File: src/rtl/histogram_pkg.sv
// +----------------------------------------------------------------------------+
// | histogram_pkg : shared types and constants for the histogram peak reader     |
// | Optional feature macro: HIST_MOMENT_EN                                       |
// | Revision: 1.0                                                                |
// +----------------------------------------------------------------------------+
`default_nettype none

package histogram_pkg;

    localparam int X_BINS_DEF  = 240;
    localparam int Y_BINS_DEF  = 180;
    localparam int COUNT_W_DEF = 8;
    localparam int TIMEOUT_DEF = 1024;

    localparam int TOTAL_W    = 16;
    localparam int MOMENT_W   = 24;
    localparam int PEAK_BIN_W = 8;
    localparam int ERR_W      = 3;

    localparam int ERR_TIMEOUT  = 2;
    localparam int ERR_OVERRUN  = 1;
    localparam int ERR_MISMATCH = 0;

    typedef enum logic [2:0] {
        ST_IDLE     = 3'd0,
        ST_REQ      = 3'd1,
        ST_COLLECT  = 3'd2,
        ST_CLEAR    = 3'd3,
        ST_WAIT_CLR = 3'd4,
        ST_DONE     = 3'd5
    } state_t;

endpackage

`default_nettype wire

File: src/rtl/histogram_peak_reader_if.sv
// +----------------------------------------------------------------------------+
// | histogram_peak_reader_if : readout bus and result bundle of the peak reader  |
// | Optional feature macro: HIST_MOMENT_EN (adds xMoment/yMoment)                |
// | Revision: 1.0                                                                |
// +----------------------------------------------------------------------------+
`default_nettype none

interface histogram_peak_reader_if #(
    parameter int COUNT_W = 8
);
    import histogram_pkg::*;

    logic                    go;
    logic                    filterDone;
    logic                    readHistogram;
    logic                    clearHistogram;
    logic [COUNT_W-1:0]      xHistogramIn;
    logic                    xValid;
    logic [COUNT_W-1:0]      yHistogramIn;
    logic                    yValid;
    logic                    histogramClear;
    logic [PEAK_BIN_W-1:0]   xPeakBin;
    logic [COUNT_W-1:0]      xPeakCount;
    logic [PEAK_BIN_W-1:0]   yPeakBin;
    logic [COUNT_W-1:0]      yPeakCount;
    logic [TOTAL_W-1:0]      xTotal;
    logic [TOTAL_W-1:0]      yTotal;
    logic                    resultValid;
    logic                    busy;
    logic [ERR_W-1:0]        error;
`ifdef HIST_MOMENT_EN
    logic [MOMENT_W-1:0]     xMoment;
    logic [MOMENT_W-1:0]     yMoment;

    modport master (
        input  go, filterDone, xHistogramIn, xValid, yHistogramIn, yValid, histogramClear,
        output readHistogram, clearHistogram, xPeakBin, xPeakCount, yPeakBin, yPeakCount,
               xTotal, yTotal, resultValid, busy, error, xMoment, yMoment
    );

    modport slave (
        output go, filterDone, xHistogramIn, xValid, yHistogramIn, yValid, histogramClear,
        input  readHistogram, clearHistogram, xPeakBin, xPeakCount, yPeakBin, yPeakCount,
               xTotal, yTotal, resultValid, busy, error, xMoment, yMoment
    );
`else
    modport master (
        input  go, filterDone, xHistogramIn, xValid, yHistogramIn, yValid, histogramClear,
        output readHistogram, clearHistogram, xPeakBin, xPeakCount, yPeakBin, yPeakCount,
               xTotal, yTotal, resultValid, busy, error
    );

    modport slave (
        output go, filterDone, xHistogramIn, xValid, yHistogramIn, yValid, histogramClear,
        input  readHistogram, clearHistogram, xPeakBin, xPeakCount, yPeakBin, yPeakCount,
               xTotal, yTotal, resultValid, busy, error
    );
`endif

endinterface

`default_nettype wire

File: src/rtl/histogram_axis_reducer.sv
// +----------------------------------------------------------------------------+
// | histogram_axis_reducer : per-axis bin counter, peak tracker and accumulator  |
// | Optional feature macro: HIST_MOMENT_EN (index*count moment accumulator)      |
// | Revision: 1.0                                                                |
// +----------------------------------------------------------------------------+
`default_nettype none

module histogram_axis_reducer
    import histogram_pkg::*;
#(
    parameter  int BINS    = X_BINS_DEF,
    parameter  int COUNT_W = COUNT_W_DEF,
    localparam int CNT_W   = $clog2(BINS + 1)
) (
    input  logic                  clk,
    input  logic                  reset,
    input  logic                  clear_i,
    input  logic                  valid_i,
    input  logic [COUNT_W-1:0]    data_i,
    output logic [CNT_W-1:0]      bin_cnt_o,
    output logic                  full_o,
    output logic [PEAK_BIN_W-1:0] peak_bin_o,
    output logic [COUNT_W-1:0]    peak_count_o,
    output logic [TOTAL_W-1:0]    total_o
`ifdef HIST_MOMENT_EN
    ,
    output logic [MOMENT_W-1:0]   moment_o
`endif
);

    logic [CNT_W-1:0]      cnt_q,   cnt_d;
    logic [PEAK_BIN_W-1:0] pbin_q,  pbin_d;
    logic [COUNT_W-1:0]    pcnt_q,  pcnt_d;
    logic [TOTAL_W-1:0]    total_q, total_d;
    logic                  w_full;
    logic                  w_accept;

    assign w_full   = (cnt_q == CNT_W'(BINS));
    assign w_accept = valid_i && !w_full;

    always_comb begin
        cnt_d   = cnt_q;
        pbin_d  = pbin_q;
        pcnt_d  = pcnt_q;
        total_d = total_q;
        if (clear_i) begin
            cnt_d   = '0;
            pbin_d  = '0;
            pcnt_d  = '0;
            total_d = '0;
        end else if (w_accept) begin
            cnt_d   = cnt_q + 1'b1;
            total_d = total_q + TOTAL_W'(data_i);
            // Strict compare keeps the lowest index on ties.
            if (data_i > pcnt_q) begin
                pcnt_d = data_i;
                pbin_d = PEAK_BIN_W'(cnt_q);
            end
        end
    end

    always_ff @(posedge clk or posedge reset) begin
        if (reset) begin
            cnt_q   <= '0;
            pbin_q  <= '0;
            pcnt_q  <= '0;
            total_q <= '0;
        end else begin
            cnt_q   <= cnt_d;
            pbin_q  <= pbin_d;
            pcnt_q  <= pcnt_d;
            total_q <= total_d;
        end
    end

`ifdef HIST_MOMENT_EN
    logic [MOMENT_W-1:0] mom_q, mom_d;

    always_comb begin
        mom_d = mom_q;
        if (clear_i) begin
            mom_d = '0;
        end else if (w_accept) begin
            mom_d = mom_q + (MOMENT_W'(cnt_q) * MOMENT_W'(data_i));
        end
    end

    always_ff @(posedge clk or posedge reset) begin
        if (reset) begin
            mom_q <= '0;
        end else begin
            mom_q <= mom_d;
        end
    end

    assign moment_o = mom_q;
`endif

    assign bin_cnt_o    = cnt_q;
    assign full_o       = w_full;
    assign peak_bin_o   = pbin_q;
    assign peak_count_o = pcnt_q;
    assign total_o      = total_q;

endmodule

`default_nettype wire

File: src/rtl/histogram_peak_reader.sv
// +----------------------------------------------------------------------------+
// | histogram_peak_reader : requests a histogram dump, reduces it to per-axis    |
// | peak/total, clears the histogram. Optional macro: HIST_MOMENT_EN             |
// | Revision: 1.0                                                                |
// +----------------------------------------------------------------------------+
`default_nettype none

module histogram_peak_reader
    import histogram_pkg::*;
#(
    parameter int X_BINS  = X_BINS_DEF,
    parameter int Y_BINS  = Y_BINS_DEF,
    parameter int COUNT_W = COUNT_W_DEF,
    parameter int TIMEOUT = TIMEOUT_DEF
) (
    input  logic                    clk,
    input  logic                    reset,
    histogram_peak_reader_if.master bus
);

    localparam int XC_W  = $clog2(X_BINS + 1);
    localparam int YC_W  = $clog2(Y_BINS + 1);
    localparam int TMO_W = $clog2(TIMEOUT + 1);

    state_t             state_q, state_d;
    logic [TMO_W-1:0]   tmo_q,   tmo_d;
    logic [ERR_W-1:0]   err_q,   err_d;

    logic [XC_W-1:0]    w_x_cnt;
    logic [YC_W-1:0]    w_y_cnt;
    logic               w_x_full, w_y_full;
    logic               w_collect, w_x_valid, w_y_valid;
    logic               w_x_last, w_y_last;
    logic               w_beat, w_tmo_hit, w_tmo_abort;

    assign w_collect = (state_q == ST_COLLECT);
    assign w_x_valid = w_collect && bus.xValid;
    assign w_y_valid = w_collect && bus.yValid;
    // Axis counts as complete in the cycle its final beat arrives.
    assign w_x_last  = w_x_full || (w_x_valid && (w_x_cnt == XC_W'(X_BINS - 1)));
    assign w_y_last  = w_y_full || (w_y_valid && (w_y_cnt == YC_W'(Y_BINS - 1)));
    assign w_beat    = bus.xValid || bus.yValid;
    assign w_tmo_hit = !w_beat && (tmo_q == TMO_W'(TIMEOUT - 1));

    histogram_axis_reducer #(.BINS(X_BINS), .COUNT_W(COUNT_W)) u_x_reducer (
        .clk          (clk),
        .reset        (reset),
        .clear_i      (state_q == ST_REQ),
        .valid_i      (w_x_valid),
        .data_i       (bus.xHistogramIn),
        .bin_cnt_o    (w_x_cnt),
        .full_o       (w_x_full),
        .peak_bin_o   (bus.xPeakBin),
        .peak_count_o (bus.xPeakCount),
        .total_o      (bus.xTotal)
`ifdef HIST_MOMENT_EN
        ,
        .moment_o     (bus.xMoment)
`endif
    );

    histogram_axis_reducer #(.BINS(Y_BINS), .COUNT_W(COUNT_W)) u_y_reducer (
        .clk          (clk),
        .reset        (reset),
        .clear_i      (state_q == ST_REQ),
        .valid_i      (w_y_valid),
        .data_i       (bus.yHistogramIn),
        .bin_cnt_o    (w_y_cnt),
        .full_o       (w_y_full),
        .peak_bin_o   (bus.yPeakBin),
        .peak_count_o (bus.yPeakCount),
        .total_o      (bus.yTotal)
`ifdef HIST_MOMENT_EN
        ,
        .moment_o     (bus.yMoment)
`endif
    );

    always_ff @(posedge clk or posedge reset) begin
        if (reset) begin
            state_q <= ST_IDLE;
            tmo_q   <= '0;
            err_q   <= '0;
        end else begin
            state_q <= state_d;
            tmo_q   <= tmo_d;
            err_q   <= err_d;
        end
    end

    always_comb begin
        state_d     = state_q;
        w_tmo_abort = 1'b0;
        case (state_q)
            ST_IDLE:     if (bus.go && bus.filterDone) state_d = ST_REQ;
            ST_REQ:      state_d = ST_COLLECT;
            ST_COLLECT: begin
                if (w_x_last && w_y_last) begin
                    state_d = ST_CLEAR;
                end else if (w_tmo_hit) begin
                    state_d     = ST_DONE;
                    w_tmo_abort = 1'b1;
                end
            end
            ST_CLEAR:    state_d = bus.histogramClear ? ST_DONE : ST_WAIT_CLR;
            ST_WAIT_CLR: begin
                if (bus.histogramClear) begin
                    state_d = ST_DONE;
                end else if (w_tmo_hit) begin
                    state_d     = ST_DONE;
                    w_tmo_abort = 1'b1;
                end
            end
            ST_DONE:     state_d = ST_IDLE;
            default:     state_d = ST_IDLE;
        endcase
    end

    always_comb begin
        tmo_d = tmo_q;
        if ((state_d != state_q) || w_beat) begin
            tmo_d = '0;
        end else if ((state_q == ST_COLLECT) || (state_q == ST_WAIT_CLR)) begin
            tmo_d = tmo_q + 1'b1;
        end

        err_d = err_q;
        if (state_q == ST_REQ) begin
            err_d = '0;
        end else begin
            if ((w_x_valid && w_x_full) || (w_y_valid && w_y_full)) err_d[ERR_OVERRUN] = 1'b1;
            if (w_tmo_abort) err_d[ERR_TIMEOUT] = 1'b1;
            // Totals are only compared after a complete, cleared dump.
            if (((state_q == ST_CLEAR) || (state_q == ST_WAIT_CLR)) && (state_d == ST_DONE)
                && !w_tmo_abort && (bus.xTotal != bus.yTotal)) begin
                err_d[ERR_MISMATCH] = 1'b1;
            end
        end
    end

    always_comb begin
        bus.readHistogram  = (state_q == ST_REQ);
        bus.clearHistogram = (state_q == ST_CLEAR);
        bus.resultValid    = (state_q == ST_DONE);
        bus.busy           = (state_q != ST_IDLE);
        bus.error          = err_q;
    end

endmodule

`default_nettype wire

File: src/flat_wrapper.sv
// flat-port wrapper written by rule: the top's interface ports become plain ports
module histogram_peak_reader_flat import histogram_pkg::*;
#(
    parameter int X_BINS  = X_BINS_DEF,
    parameter int Y_BINS  = Y_BINS_DEF,
    parameter int COUNT_W = COUNT_W_DEF,
    parameter int TIMEOUT = TIMEOUT_DEF
)
  (clk, reset, bus_go, bus_filterDone, bus_xHistogramIn, bus_xValid, bus_yHistogramIn, bus_yValid, bus_histogramClear, bus_readHistogram, bus_clearHistogram, bus_xPeakBin, bus_xPeakCount, bus_yPeakBin, bus_yPeakCount, bus_xTotal, bus_yTotal, bus_resultValid, bus_busy, bus_error);
  histogram_peak_reader_if #(.COUNT_W(COUNT_W)) bus_i ();
  input  logic clk;
  input  logic reset;
  input wire logic [$bits(bus_i.go)-1:0] bus_go;
  input wire logic [$bits(bus_i.filterDone)-1:0] bus_filterDone;
  input wire logic [$bits(bus_i.xHistogramIn)-1:0] bus_xHistogramIn;
  input wire logic [$bits(bus_i.xValid)-1:0] bus_xValid;
  input wire logic [$bits(bus_i.yHistogramIn)-1:0] bus_yHistogramIn;
  input wire logic [$bits(bus_i.yValid)-1:0] bus_yValid;
  input wire logic [$bits(bus_i.histogramClear)-1:0] bus_histogramClear;
  output wire logic [$bits(bus_i.readHistogram)-1:0] bus_readHistogram;
  output wire logic [$bits(bus_i.clearHistogram)-1:0] bus_clearHistogram;
  output wire logic [$bits(bus_i.xPeakBin)-1:0] bus_xPeakBin;
  output wire logic [$bits(bus_i.xPeakCount)-1:0] bus_xPeakCount;
  output wire logic [$bits(bus_i.yPeakBin)-1:0] bus_yPeakBin;
  output wire logic [$bits(bus_i.yPeakCount)-1:0] bus_yPeakCount;
  output wire logic [$bits(bus_i.xTotal)-1:0] bus_xTotal;
  output wire logic [$bits(bus_i.yTotal)-1:0] bus_yTotal;
  output wire logic [$bits(bus_i.resultValid)-1:0] bus_resultValid;
  output wire logic [$bits(bus_i.busy)-1:0] bus_busy;
  output wire logic [$bits(bus_i.error)-1:0] bus_error;
  assign bus_i.go = bus_go;
  assign bus_i.filterDone = bus_filterDone;
  assign bus_i.xHistogramIn = bus_xHistogramIn;
  assign bus_i.xValid = bus_xValid;
  assign bus_i.yHistogramIn = bus_yHistogramIn;
  assign bus_i.yValid = bus_yValid;
  assign bus_i.histogramClear = bus_histogramClear;
  assign bus_readHistogram = bus_i.readHistogram;
  assign bus_clearHistogram = bus_i.clearHistogram;
  assign bus_xPeakBin = bus_i.xPeakBin;
  assign bus_xPeakCount = bus_i.xPeakCount;
  assign bus_yPeakBin = bus_i.yPeakBin;
  assign bus_yPeakCount = bus_i.yPeakCount;
  assign bus_xTotal = bus_i.xTotal;
  assign bus_yTotal = bus_i.yTotal;
  assign bus_resultValid = bus_i.resultValid;
  assign bus_busy = bus_i.busy;
  assign bus_error = bus_i.error;
  histogram_peak_reader #(.X_BINS(X_BINS), .Y_BINS(Y_BINS), .COUNT_W(COUNT_W), .TIMEOUT(TIMEOUT)) u_core (.clk(clk), .reset(reset), .bus(bus_i));
endmodule
File: config.mk
export PLATFORM = sky130hd
export DESIGN_NAME = histogram_peak_reader_flat
export DESIGN_NICKNAME = d
export VERILOG_FILES = /design/src/rtl/histogram_pkg.sv /design/src/rtl/histogram_peak_reader_if.sv /design/src/rtl/histogram_axis_reducer.sv /design/src/rtl/histogram_peak_reader.sv /design/src/flat_wrapper.sv
export SDC_FILE = /design/constraint.sdc
export NUM_CORES = 1
export LEC_CHECK = 0
export CELL_PAD_IN_SITES_DETAIL_PLACEMENT = 1
export CELL_PAD_IN_SITES_GLOBAL_PLACEMENT = 2
export CORE_ASPECT_RATIO = 0.9
export CORE_MARGIN = 4
export CORE_UTILIZATION = 30
export CTS_CLUSTER_DIAMETER = 120
export CTS_CLUSTER_SIZE = 8
export DETAILED_ROUTE_END_ITERATION = 8
export GPL_ROUTABILITY_DRIVEN = 0
export PLACE_DENSITY_LB_ADDON = 0.15
export SETUP_SLACK_MARGIN = 0.15
export SYNTH_ARGS = -nofsm -noshare
export SYNTH_HDL_FRONTEND = slang
export SYNTH_SLANG_ARGS = --single-unit
File: constraint.sdc
create_clock -name clk -period 3.1 [get_ports clk]
set_input_delay 0.31 -clock clk [delete_from_list [all_inputs] [get_ports clk]]
set_output_delay 0.31 -clock clk [all_outputs]
set_load 0.01 [all_outputs]
==> impl_metrics.toml, run 1 <==
[die]
die-width_um = 154.1
design.portCount = 94
core_area_um2 = 18640
fp.dieH_um = 139.5
rows = 47
die-area_um2 = 21490
start_util_pct = 30.90

[yosys]
synthFlopType = "sky130_fd_sc_hd__dfrtp_1"
synth.top_cell.area_share_pct = 42.14
netlist_area_pre_place_um2 = 5761
synth-edff-count = 0
yosys_register_bits = 97
synth.top_cells.by_area = "sky130_fd_sc_hd__dfrtp_1 (42%), sky130_fd_sc_hd__ha_1 (8.0%), sky130_fd_sc_hd__xor2_1 (6.2%), sky130_fd_sc_hd__nand3_1 (4.1%), sky130_fd_sc_hd__nand2_1 (4.0%)"
synth_async_sr_flop_share_pct = 100.0
post_synth_inst_count = 614
post_synth.cell_area_avg_um2 = 9.382
yosys.area.top_type = "sky130_fd_sc_hd__dfrtp_1"
yosysWarnings = 0
unique_cell_type_count_in_the_yosys_netlist = 68
yosysSeqAreaShare_pct = 42.14
syn_nets = 676

[final_layout]
areaGrowthSynthToFinish_pct = 27.32
finalNonFillerCells = 957
nets = 769
num_antenna_cells = 0
drive_gt1_share_pct = 6.742

[timing]
max_slew_margin_pct = 45.17
tightestPinTransition_ns = 0.8196
min_period_over_period_pct = 80.00
totalNegativeSetupSlack_ns = 0
grt_setup_unrepaired = "false"
clock.fmax_ghz = 0.4032
finalWorstPathRequiredPeriod_ns = 2.480
setup_ws_ns = 0.6198
setup_viol = 0
finalHoldViolations = 0
report.final.slew_viol_count = 0
finalClockSkew_ns = 0.008380

[drt]
post_dr_vias_cell = 5.053
drt-wirelength-per-cell_um = 17.55
ant_nets = 0
drt-pass1-iter-count = 4
drt_drc_violations_left = 0
final_wirelength_mm = 16.80
route.vias.total = 4836
initialDrtViolationCount = 174

[cts]
cts-htree-levels = 3
clk-insertion-delay-late_ns = 0.35
clock_sink_count = 97
resized_after_cts = 0
path_clk_slew_ns = 0.07
ctsLongestPathBuffers = 2
hold_buffers = 0
cts_post_setup_buffers_inserted = 0
cts_root_buffer = "sky130_fd_sc_hd__clkbuf_16"
tritoncts_buffer_count = 9
tritoncts = "done"

[placed_design]
placed_cells_incl_taps = 941
post-place-ws_ns = 0.2889
buffer_ports.inserted = 93
dp_wirelength_mm = 12.49

[grt]
grt_usage_pct = 15.85
grt_overflow = 0
grt_pass1_wl_mm = 27.73
grt_max_degree = 98
antenna_found_initial = 0
grt_pass1_vias = 5156

[setup_path]
critPathMaxFanout = 6
startpoint_types = "flip-flop"
required_time_of_the_critical_path_ns = 3.33
end_kind = "flip-flop"
cp.arrival_ns = 2.71
setup.worst_path.class = "flip-flop to flip-flop"

[power_and_ir_drop]
p_per_area_nw_per_um2 = 824.0
p_leak_nw = 3.226
vdd_drop_max_mv = 0.2823

[run_status]
run_status = "finished, final reports clean"

[min_path]
hold_path_class = "primary input to asynchronous set/reset pin"

[flow_run]
max_cap_violations = 0
## metrics by stage
| step | area [um2] | hold WS [ns] | power [W] | util (%) |
|---|---|---|---|---|
| after detailed placement | 6997 | 0.4756 | 0.004830 | 37.53 |
| after CTS | 7335 | 0.4652 | 0.006162 | 39.34 |
| after global placement | 6997 | 0.4630 | 0.004758 | 37.53 |
| after global routing | 7335 | 0.4995 | 0.006542 | 39.34 |
| final | 7335 | 0.4358 | 0.006043 | 39.34 |
| after floorplan | 5761 | 0.4432 | 0.003621 | - |
## cells in the mapped netlist, types with 2 or more instances
library cell	n
sky130_fd_sc_hd__a211oi_1	3
sky130_fd_sc_hd__a21o_1	4
sky130_fd_sc_hd__a21oi_1	17
sky130_fd_sc_hd__a31oi_1	3
sky130_fd_sc_hd__and2_1	3
sky130_fd_sc_hd__and3_1	2
sky130_fd_sc_hd__and4bb_4	2
sky130_fd_sc_hd__buf_2	3
sky130_fd_sc_hd__buf_6	3
sky130_fd_sc_hd__clkbuf_1	14
sky130_fd_sc_hd__dfrtp_1	97
sky130_fd_sc_hd__fa_1	2
sky130_fd_sc_hd__ha_1	37
sky130_fd_sc_hd__inv_1	45
sky130_fd_sc_hd__mux2i_1	7
sky130_fd_sc_hd__nand2_1	61
sky130_fd_sc_hd__nand2b_1	7
sky130_fd_sc_hd__nand3_1	47
sky130_fd_sc_hd__nand4_1	17
sky130_fd_sc_hd__nand4b_1	2
sky130_fd_sc_hd__nor2_1	49
sky130_fd_sc_hd__nor2b_1	5
sky130_fd_sc_hd__nor3_1	9
sky130_fd_sc_hd__nor4_1	6
sky130_fd_sc_hd__o211ai_1	2
sky130_fd_sc_hd__o21a_1	4
sky130_fd_sc_hd__o21ai_0	28
sky130_fd_sc_hd__o21ai_1	19
sky130_fd_sc_hd__o21bai_1	3
sky130_fd_sc_hd__o22ai_1	7
sky130_fd_sc_hd__o31ai_1	6
sky130_fd_sc_hd__o32ai_1	6
sky130_fd_sc_hd__or3_1	2
sky130_fd_sc_hd__or4_1	2
sky130_fd_sc_hd__xnor2_1	17
sky130_fd_sc_hd__xor2_1	41
## final timing paths
check	cells after the start	start	endpoint	slack, ns
max in group asynchronous	3	reset	u_core.u_x_reducer.total_o[2]	2.25
worst max register to register	7	u_core.u_y_reducer.total_o[6]	u_core.u_y_reducer.total_o[15]	0.62
worst min register to register	2	u_core.bus.error[2]	u_core.bus.error[2]	0.48
worst min-delay path	3	reset	u_core.tmo_q[7]	0.44
min in group clk	2	u_core.bus.error[2]	u_core.bus.error[2]	0.48
worst max-delay path	7	u_core.u_y_reducer.total_o[6]	u_core.u_y_reducer.total_o[15]	0.62
## critical path: stages, from the launching register on
cell and delay, ns:
sky130_fd_sc_hd__dfrtp_1 0.47, sky130_fd_sc_hd__ha_1 0.41, sky130_fd_sc_hd__a2111oi_0 0.47, sky130_fd_sc_hd__o21ai_0 0.16
sky130_fd_sc_hd__a31oi_1 0.40, sky130_fd_sc_hd__and4bb_1 0.25, sky130_fd_sc_hd__xnor2_1 0.13, sky130_fd_sc_hd__nor2_1 0.07
## kinds of logic after synthesis
logic type	share of synthesized area [%]
AO/OA/AOI/OAI	14.07
AND/OR/NAND/NOR	20.20
multiplexers	1.216
buffers and inverters	4.822
adder cells (fa/ha/maj)	8.731
flip-flops	42.14
XOR/XNOR	8.818
## final cells by class
| class | count | area (um2) |
|---|---|---|
| Tap cell | 245 | 306.5 |
| Sequential cell | 97 | 2427 |
| Inverter | 46 | 175.2 |
| Multi-Input combinational cell | 450 | 3069 |
| Clock buffer | 11 | 252.7 |
| Clock inverter | 5 | 85.08 |
| Fill cell | 2130 | 11310 |
| Timing Repair Buffer | 103 | 1018 |
## per-layer routing
layer	wire length [um]	vias to the layer above	share of wire (%)	track usage [%]
met4	178	0	1.1	3.299
met3	621	14	3.7	4.036
met1	8005	2407	48	21.01
met2	7990	64	48	26.31
li1	-	2351	-	-
met5	0	-	0	0
## placed cells by master, fill, tap and decap left out, types with 7 or more instances in the layout
cell	n
sky130_fd_sc_hd__a21oi_1	17
sky130_fd_sc_hd__buf_4	9
sky130_fd_sc_hd__clkbuf_16	9
sky130_fd_sc_hd__clkdlybuf4s50_1	93
sky130_fd_sc_hd__dfrtp_1	97
sky130_fd_sc_hd__ha_1	37
sky130_fd_sc_hd__inv_1	44
sky130_fd_sc_hd__mux2i_1	7
sky130_fd_sc_hd__nand2_1	60
sky130_fd_sc_hd__nand2b_1	7
sky130_fd_sc_hd__nand3_1	47
sky130_fd_sc_hd__nand4_1	17
sky130_fd_sc_hd__nor2_1	49
sky130_fd_sc_hd__nor3_1	9
sky130_fd_sc_hd__o21ai_0	28
sky130_fd_sc_hd__o21ai_1	19
sky130_fd_sc_hd__o22ai_1	7
sky130_fd_sc_hd__xnor2_1	17
sky130_fd_sc_hd__xor2_1	41
## power breakdown
group / leakage (nW) / internal (W) / switching [W] / total (W)
Sequential: 1.32 / 0.00159 / 0.000400 / 0.00199
Clock: 0.163 / 0.000758 / 0.000519 / 0.00128
Combinational: 1.75 / 0.00127 / 0.00150 / 0.00277
## flip-flops by register name, indices dropped and copies added, names as in the netlist
name                             flops
u_core.u_x_reducer.peak_count_o      8
u_core.u_x_reducer.total_o          16
u_core.state_q                       3
u_core.u_y_reducer.peak_bin_o        8
u_core.u_y_reducer.peak_count_o      8
u_core.u_y_reducer.bin_cnt_o         8
u_core.bus.error                     3
u_core.u_y_reducer.total_o          16
u_core.u_x_reducer.bin_cnt_o         8
u_core.tmo_q                        11
u_core.u_x_reducer.peak_bin_o        8
Note: power is estimated with default switching activity, not from simulation.
==> run 2: changes to the inputs <==
- clock period: 3.1 -> 2.3 ns (I/O delays scaled with it)
==> run 2 against run 1 <==
Sequential power rose by 32%. Setup slack got worse by 0.43 ns. Core utilization up 2.7 points. Cell count rose by 4.7%. Non-clock buffer count is 45 higher. Wire length grew 5.3%. Power is 43% higher. Register-to-register slack worse by 0.43 ns. Critical path depth rose by 3. Sequential share of layout area is 2.1 points lower. Hold slack worse by 0.17 ns. Largest power group unchanged.
==> impl_metrics.toml, run 2 (same netlist as run 1, synthesis figures left out) <==
[timing]
setup_ws_ns = 0.1917
tightestPinTransition_ns = 0.6183
totalNegativeSetupSlack_ns = 0
grt_setup_unrepaired = "true"
min_period_over_period_pct = 91.67
setup_viol = 0
clock.fmax_ghz = 0.4743
finalHoldViolations = 0
finalClockSkew_ns = 0.007587
report.final.slew_viol_count = 0
max_slew_margin_pct = 58.78
finalWorstPathRequiredPeriod_ns = 2.108

[setup_path]
end_kind = "flip-flop"
rr_startpoint = "u_core.u_x_reducer.total_o[0]"
cp.arrival_ns = 2.39
ff2ff_setup_slack_ns = 0.19
required_time_of_the_critical_path_ns = 2.58
critPathMaxFanout = 4
startpoint_types = "flip-flop"
setup.worst_path.class = "flip-flop to flip-flop"
r2r_end = "u_core.u_x_reducer.total_o[12]"
worst-r2r-cell-count = 10

[final_layout]
post-route-cell-area_um2 = 7839
final_cell_mix = "sky130_fd_sc_hd__dfrtp_1 (94), sky130_fd_sc_hd__clkdlybuf4s50_1 (92), sky130_fd_sc_hd__nand2_1 (59)"
drive_gt1_share_pct = 15.98
nets = 815
num_antenna_cells = 0
mostFrequentLayoutCell = "sky130_fd_sc_hd__dfrtp_1"
areaGrowthSynthToFinish_pct = 36.08

[die]
die-width_um = 154.1
die-area_um2 = 21490
design.portCount = 94
rows = 47
fp.dieH_um = 139.5
core_area_um2 = 18640
start_util_pct = 30.90

[cts]
ctsLongestPathBuffers = 2
clk-insertion-delay-late_ns = 0.35
cts_root_buffer = "sky130_fd_sc_hd__clkbuf_16"
tritoncts_buffer_count = 9
tritoncts = "done"
path_clk_slew_ns = 0.07
clock_sink_count = 97
cts-htree-levels = 3

[placed_design]
dp_wirelength_mm = 12.95
post-place-ws_ns = -0.1935
area_after_detailed_placement_um2 = 7281
buffer_ports.inserted = 93

[min_path]
worst_min_delay_path_startpoint = "bus_xHistogramIn[0]"
hold_path_class = "primary input to flip-flop"
min_path_cells = 3
endpoint_with_the_worst_hold_slack = "u_core.u_x_reducer.peak_count_o[0]"

[grt]
grt_pass1_vias = 5457
grt_usage_pct = 16.44
grt_max_degree = 98
antenna_found_initial = 0
grt_pass1_wl_mm = 28.98
grt_overflow = 0

[drt]
drt-wirelength-per-cell_um = 17.66
final_wirelength_mm = 17.69
route.vias.total = 5041
post_dr_vias_cell = 5.031
initialDrtViolationCount = 199
drt_drc_violations_left = 0
ant_nets = 0
drt-pass1-iter-count = 4

[power_and_ir_drop]
p_leak_nw = 3.469
p_per_area_nw_per_um2 = 1106
design_power_total_w = 0.008666
vdd_drop_max_mv = 0.4088

[run_status]
run_status = "finished, final reports clean"

[flow_run]
max_cap_violations = 0
==> run 2: cell count changes in the layout (fill, tap and decap cells not counted), moves of 2 or more <==
cell                      delta
sky130_fd_sc_hd__buf_4      +42
sky130_fd_sc_hd__a21oi_1     -5
sky130_fd_sc_hd__a21oi_2     +5
sky130_fd_sc_hd__ha_1        -4
sky130_fd_sc_hd__dfrtp_1     -3
sky130_fd_sc_hd__dfrtp_2     +3
sky130_fd_sc_hd__ha_2        +3
sky130_fd_sc_hd__o32ai_1     -3
sky130_fd_sc_hd__o32ai_2     +3
sky130_fd_sc_hd__buf_12      +2
sky130_fd_sc_hd__nor2b_1     -2
==> run 2: report_power, final <==
group	internal, W	total, W	switching, W
clock network	0.000983	0.00167	0.000687
logic	0.00209	0.00437	0.00229
registers	0.00215	0.00262	0.000472
total	0.00522	0.00867	0.00345
==> run 2: area by class of cell <==
class / instances / area, um2
inverter: 46 / 178.9
multi-input combinational: 451 / 3216
clock buffer: 11 / 242.7
fill: 2111 / 10800
timing repair buffer: 148 / 1388
clock inverter: 4 / 76.32
tap: 245 / 306.5
sequential: 97 / 2431
==> run 2: stage by stage <==
stage	hold slack (ns)	instances	utilization, %
after global placement	0.4621	977	39.06
after CTS	0.4111	992	40.88
after floorplan	0.3632	614	-
after detailed placement	0.4743	977	39.06
after global routing	0.2826	1002	42.05
final	0.2661	1002	42.05
==> run 2: repair_timing <==
| item | CTS | global route |
|---|---|---|
| hold buffers | 0 | 0 |
| endpoints found under the setup margin | 13 | 38 |
| setup buffers | 0 | 9 |
| pin swaps | 1 | 15 |
| resized for setup | 5 | 33 |
| gates cloned | 0 | 1 |
==> run 2: worst max-delay path by stage <==
stage / cells past startpoint / startpoint / slack (ns) / to
after floorplan: 9 / u_core.u_x_reducer.peak_count_o[1] / 0.22 / u_core.u_x_reducer.peak_bin_o[2]
after global placement: 11 / bus_xHistogramIn[0] / -0.15 / u_core.u_x_reducer.total_o[12]
after detailed placement: 8 / bus_xHistogramIn[1] / -0.19 / u_core.u_x_reducer.peak_count_o[3]
after CTS: 8 / u_core.u_x_reducer.total_o[1] / 0.15 / u_core.u_x_reducer.total_o[9]
after global routing: 10 / u_core.u_x_reducer.total_o[0] / 0.07 / u_core.u_x_reducer.total_o[12]
final: 10 / u_core.u_x_reducer.total_o[0] / 0.19 / u_core.u_x_reducer.total_o[12]
==> run 2: critical path, cell delays in order (launching register included) <==
cell and delay (ns):
sky130_fd_sc_hd__dfrtp_1 0.37, sky130_fd_sc_hd__ha_2 0.20, sky130_fd_sc_hd__inv_2 0.04, sky130_fd_sc_hd__fa_2 0.39, sky130_fd_sc_hd__nor2b_4 0.13, sky130_fd_sc_hd__o2111ai_2 0.14
sky130_fd_sc_hd__a31oi_1 0.19, sky130_fd_sc_hd__buf_4 0.15, sky130_fd_sc_hd__nand4_1 0.11, sky130_fd_sc_hd__xor2_1 0.20, sky130_fd_sc_hd__nor2_1 0.11
==> run 2: layer usage <==
layer  global-route usage, %  share of wire, %  vias up
met5                       0                 0        -
met3                   3.570               2.9       11
met1                   22.94                49     2523
met2                   26.65                47       63
met4                   2.881              0.82        0
li1                        -                 -     2444
